`config.mk`:
```
export PLATFORM = sky130hd
export DESIGN_NAME = gpi_debounce_sync
export DESIGN_NICKNAME = d
export VERILOG_FILES = /design/src/rtl/gpi_debounce_sync.sv
export SDC_FILE = /design/constraint.sdc
export NUM_CORES = 1
export LEC_CHECK = 0
export CAP_MARGIN = 0
export CORE_MARGIN = 3
export CORE_UTILIZATION = 35
export DETAILED_ROUTE_END_ITERATION = 16
export PLACE_DENSITY = 0.6
export SLEW_MARGIN = 30
export SYNTH_ARGS = -nofsm -noshare
export SYNTH_HDL_FRONTEND = slang
export SYNTH_SLANG_ARGS = --single-unit
```
`constraint.sdc`:
```
create_clock -name clk -period 2.26 [get_ports clk]
set_clock_uncertainty 0.05 [all_clocks]
set_input_delay 0.339 -clock clk [delete_from_list [all_inputs] [get_ports clk]]
set_output_delay 0.339 -clock clk [all_outputs]
set_load 0.02 [all_outputs]
```
`src/rtl/gpi_debounce_sync.sv`:
```
// Input conditioner for board-level GPI sources such as push-buttons and DIP switches.
// Each bit passes through a synchroniser, an optional inversion and a counter-based debounce.
// The block produces one-cycle edge pulses, sticky event flags and a masked, registered interrupt.

// Per-bit conditioner: sync chain, inversion, debounce counter, edge pulses, sticky flag.
module gpi_debounce_bit #(
    parameter int   SYNC_STAGES     = 2,
    parameter int   DEBOUNCE_CYCLES = 50000,
    parameter int   CNT_W           = 16,
    parameter logic INVERT          = 1'b0,
    parameter logic RESET_LEVEL     = 1'b0
) (
    input  logic clk,
    input  logic reset,
    input  logic raw,
    input  logic warm,
    input  logic evt_clear,
    output logic stable,
    output logic rise,
    output logic fall,
    output logic evt_flag
);

    typedef enum logic {ST_STABLE, ST_PENDING} state_t;

    localparam logic [CNT_W-1:0] CNT_LAST = CNT_W'(DEBOUNCE_CYCLES - 1);

    logic [SYNC_STAGES-1:0] sync_q;
    logic                   s;
    state_t                 state;
    logic [CNT_W-1:0]       cnt_q;
    logic [CNT_W-1:0]       cnt_d;
    logic                   stable_d;
    logic                   rise_d;
    logic                   fall_d;
    logic                   flag_d;

    // Synchroniser chain. It is preloaded with the reset level and shifts towards the MSB.
    always_ff @(posedge clk or posedge reset) begin
        if (reset) sync_q <= {SYNC_STAGES{RESET_LEVEL}};
        else       sync_q <= {sync_q[SYNC_STAGES-2:0], raw};
    end

    assign s = sync_q[SYNC_STAGES-1] ^ INVERT;

    // The state is implied by comparing s with stable.
    // While the chain still holds its reset preload (warm low), the bit is forced to STABLE.
    // This keeps an inverted bit from counting a phantom level straight after reset.
    always_comb begin
        state = ST_STABLE;
        if (warm && (s != stable)) state = ST_PENDING;
    end

    // Next-state logic. Any agreement between s and stable zeroes the count (glitch reject).
    // The final count commits the new level and emits the edge pulse.
    always_comb begin
        cnt_d    = '0;
        stable_d = stable;
        rise_d   = 1'b0;
        fall_d   = 1'b0;
        case (state)
            ST_STABLE: cnt_d = '0;
            ST_PENDING: begin
                if (cnt_q == CNT_LAST) begin
                    stable_d = s;
                    rise_d   = s;
                    fall_d   = ~s;
                end else begin
                    cnt_d = cnt_q + CNT_W'(1);
                end
            end
        endcase
    end

    // Sticky flag. A pulse arriving in the same cycle as a clear takes priority over the clear.
    always_comb begin
        flag_d = (evt_flag & ~evt_clear) | rise | fall;
    end

    // State registers for the counter, the debounced level, the pulses and the flag.
    always_ff @(posedge clk or posedge reset) begin
        if (reset) begin
            cnt_q    <= '0;
            stable   <= RESET_LEVEL;
            rise     <= 1'b0;
            fall     <= 1'b0;
            evt_flag <= 1'b0;
        end else begin
            cnt_q    <= cnt_d;
            stable   <= stable_d;
            rise     <= rise_d;
            fall     <= fall_d;
            evt_flag <= flag_d;
        end
    end

endmodule

// Top level: an array of per-bit conditioners, a shared chain-flush tracker and the irq register.
// SYNC_STAGES is legal from 2 to 4. DEBOUNCE_CYCLES must be at least 2.
module gpi_debounce_sync #(
    parameter int               WIDTH           = 1,
    parameter int               SYNC_STAGES     = 2,
    parameter int               DEBOUNCE_CYCLES = 50000,
    parameter logic [WIDTH-1:0] INVERT_MASK     = '0,
    parameter logic [WIDTH-1:0] RESET_VALUE     = '0
) (
    input  logic             clk,
    input  logic             reset,
    input  logic [WIDTH-1:0] raw_in,
    output logic [WIDTH-1:0] stable_out,
    output logic [WIDTH-1:0] rise_pulse,
    output logic [WIDTH-1:0] fall_pulse,
    output logic [WIDTH-1:0] evt_flags,
    input  logic [WIDTH-1:0] evt_clear,
    input  logic [WIDTH-1:0] irq_mask,
    output logic             irq
);

    localparam int CNT_W = (DEBOUNCE_CYCLES > 2) ? $clog2(DEBOUNCE_CYCLES) : 1;

    logic [SYNC_STAGES-1:0] warm_q;

    // Flush tracker. Its MSB rises on the same edge the last sync stage first holds a real pad sample.
    always_ff @(posedge clk or posedge reset) begin
        if (reset) warm_q <= '0;
        else       warm_q <= {warm_q[SYNC_STAGES-2:0], 1'b1};
    end

    for (genvar gi = 0; gi < WIDTH; gi++) begin : g_bit
        gpi_debounce_bit #(
            .SYNC_STAGES     (SYNC_STAGES),
            .DEBOUNCE_CYCLES (DEBOUNCE_CYCLES),
            .CNT_W           (CNT_W),
            .INVERT          (INVERT_MASK[gi]),
            .RESET_LEVEL     (RESET_VALUE[gi])
        ) u_bit (
            .clk       (clk),
            .reset     (reset),
            .raw       (raw_in[gi]),
            .warm      (warm_q[SYNC_STAGES-1]),
            .evt_clear (evt_clear[gi]),
            .stable    (stable_out[gi]),
            .rise      (rise_pulse[gi]),
            .fall      (fall_pulse[gi]),
            .evt_flag  (evt_flags[gi])
        );
    end

    // Registered interrupt, one cycle behind the flags and the mask.
    always_ff @(posedge clk or posedge reset) begin
        if (reset) irq <= 1'b0;
        else       irq <= |(evt_flags & irq_mask);
    end

endmodule
```
==> load_flow_metrics.sql <==
INSERT INTO impl_metrics (metric_group, metric, value, unit) VALUES
('synth', 'postSynthRegisterBits', '25', ''),
('synth', 'fraction_of_synthesized_cell_area_taken_by_the_top_area_cell_type', '53.1', '%'),
('placement', 'hpwl', '1360', 'um'),
('synth', 'syn_nets', '106', ''),
('placement', 'finalWeightedCongestion', '0.784', ''),
('hold_path', 'min_path_type', 'in2async', ''),
('power', 'vdd_ir_drop_max', '0.183', 'mV'),
('synth', 'ys_types', '24', ''),
('layout', 'layout.nets', '120', ''),
('grt', 'grt.total_usage', '10.2', '%'),
('grt', 'grt.met1_usage', '11.8', '%'),
('worst_setup_path', 'critical_path.startpoint_type', 'register', ''),
('clocking', 'cts_setup_buffers', '0', ''),
('floorplanning', 'die_ar', '4100', 'um^2'),
('worst_setup_path', 'required', '2430', 'ps'),
('timing', 'final.min_clock_period', '1760', 'ps'),
('timing', 'timing.setup.tns', '0', 'ps'),
('job', 'max_cap_viol_count', '0', ''),
('worst_setup_path', 'crit_path_end_kind', 'register', ''),
('worst_setup_path', 'timing.critical_path.fanout_max', '4', ''),
('grt', 'gr-max-usage-layer', 'met2', ''),
('power', 'power.static_leakage', '0.000541', 'uW'),
('timing', 'final_worst_path_cycle_share', '78.0', '%'),
('synth', 'asyncSetResetFlopFracSynth', '100', '%'),
('synth', 'ys_dominant_reg_cell', 'dfrtp_1', ''),
('worst_setup_path', 'critPathArrivalTime', '1930', 'ps'),
('routing', 'totalWireLength', '1840', 'um'),
('clocking', 'cts.sinks', '25', ''),
('layout', 'fillers', '302', ''),
('grt', 'global_route_wire_length_before_repair', '3280', 'um'),
('grt', 'met3_usage', '1.05', '%'),
('synth', 'yosys.area.top_type', 'dfrtp_1', ''),
('timing', 'finalSetupViolations', '0', ''),
('layout', 'final_cell_mix', 'dfrtp_1, nor2_1, xnor2_1', ''),
('power', 'cellPowerDensity', '511', 'nW/um^2'),
('floorplanning', 'die-width', '64', 'um'),
('worst_setup_path', 'worstSetupPathType', 'reg2reg', ''),
('clocking', 'cts_buffer_depth', '2', ''),
('timing', 'max_clock_freq', '0.567', 'GHz'),
('clocking', 'ctsRootBufferMaster', 'clkbuf_4', ''),
('floorplanning', 'floorplan.io_pins', '10', ''),
('synth', 'syn-instance-count', '100', ''),
('grt', 'grtUsageMet2', '18.2', '%'),
('clocking', 'h-tree-depth', '1', ''),
('worst_setup_path', 'timing.critical_path.to', 'g_bit[0].u_bit.stable', ''),
('synth', 'synth_edf_count', '0', ''),
('floorplanning', 'floorplan.initialDensity', '37.6', '%'),
('grt', 'grt_remaining_overflow', '0', ''),
('synth', 'synthTopCellsByArea', 'dfrtp_1, xnor2_1, nor2_1', ''),
('routing', 'firstDrtPassIters', '4', ''),
('worst_setup_path', 'startpoint', 'g_bit[0].u_bit.cnt_q[0]', ''),
('outcome', 'outcome', 'completed', ''),
('timing', 'unrepaired_setup_endpoints_after_global_routing', 'false', ''),
('layout', 'final_area', '1350', 'um^2'),
('synth', 'synth-seq-area-share', '53.1', '%'),
('layout', 'drive_gt1_share', '17.7', '%'),
('synth', 'synth.avg_cell_area', '11.8', 'um^2'),
('layout', 'layout_commonest_cell', 'dfrtp_1', ''),
('clocking', 'worst_skew_pair.late_latency', '320', 'ps'),
('floorplanning', 'die_h', '64', 'um'),
('grt', 'grt_start_max_net_pins', '26', ''),
('synth', 'syn_area', '1180', 'um^2'),
('worst_setup_path', 'r2r.worst_path.cells', '5', ''),
('routing', 'route.vias.total', '710', ''),
('clocking', 'cts-buffers-inserted', '3', ''),
('floorplanning', 'floorplan.core_area', '3130', 'um^2'),
('clocking', 'cts.clk_slew.worst_paths', '140', 'ps'),
('grt', 'via_count_of_the_first_global_routing_pass', '753', ''),
('clocking', 'cts_tree', 'yes', ''),
('clocking', 'cts-hold-fix-buffers', '0', ''),
('clocking', 'postCtsResizedCells', '0', '');
-- kinds of logic after synthesis --
logic type / synth area share (%)
multiplexers: 0.956
flip-flops: 53.1
adder cells (fa/ha/maj): 1.06
AND/OR/NAND/NOR: 30.1
XOR/XNOR: 11.2
buffers and inverters: 2.87
other: 0.319
AO/OA/AOI/OAI: 0.425
-- per-layer routing --
layer / wire (um) / vias to the layer above
met2: 936 / 4
met3: 24 / 2
met5: 0 / -
met1: 851 / 347
li1: - / 357
met4: 28 / 0
-- cell usage after synthesis, types with 2 or more instances --
| master | count |
|---|---|
| nand2_1 | 3 |
| and2_1 | 2 |
| nand4_4 | 2 |
| xnor2_1 | 12 |
| dfrtp_1 | 25 |
| nor2_1 | 17 |
| xor2_1 | 3 |
| nor4_2 | 4 |
| nor3_1 | 5 |
| nand3_4 | 2 |
| nor2_2 | 3 |
| inv_1 | 6 |
| nor4b_2 | 2 |
| nand3_1 | 4 |
-- state kept, by name, summed over array words and instances (netlist names) --
name                  count
g_bit.u_bit.stable        1
warm_q                    2
g_bit.u_bit.rise          1
g_bit.u_bit.evt_flag      1
g_bit.u_bit.sync_q        2
g_bit.u_bit.fall          1
g_bit.u_bit.cnt_q        16
irq                       1
-- critical path: stages (launching register included) --
cell and delay, ps:
dfrtp_1 460, ha_1 250, and3_1 250, nand4_2 160, nor2_2 160, mux2_1 340
-- metrics by stage --
| step | util [%] | cells | setup WS, ps | power, uW | hold slack [ps] |
|---|---|---|---|---|---|
| after floorplan | - | 100 | 651 | 482 | 281 |
| after global placement | 42.2 | 153 | 601 | 493 | 282 |
| final | 43.1 | 157 | 497 | 689 | 297 |
| after global routing | 43.1 | 157 | 402 | 722 | 322 |
| after CTS | 43.1 | 157 | 469 | 702 | 303 |
| after detailed placement | 42.2 | 153 | 489 | 494 | 285 |
-- how the worst min path moves through the flow --
stage	end	slack [ps]	cells past startpoint
5_1_grt	irq	320	3
4_1_cts	irq	300	3
2_1_floorplan	g_bit[0].u_bit.sync_q[1]	280	0
3_5_place_dp	g_bit[0].u_bit.sync_q[1]	280	0
3_3_place_gp	g_bit[0].u_bit.sync_q[1]	280	0
6_report	g_bit[0].u_bit.cnt_q[6]	300	3
-- cell type report --
class	count	area (um^2)	area share (%)
flip-flops and latches	25	626	46.4
multi-input cells	68	518	38.4
repair buffers	10	97.6	7.24
well taps	44	55.1	4.08
clock buffers	3	22.5	1.67
inverters	6	22.5	1.67
clock inverters	1	7.51	0.557
-- report_power, final --
part,internal [uW],switching [uW]
combinational,9.99,16.3
sequential,453,4.83
clock,67.5,138
Power figures use the tool's default switching activity.
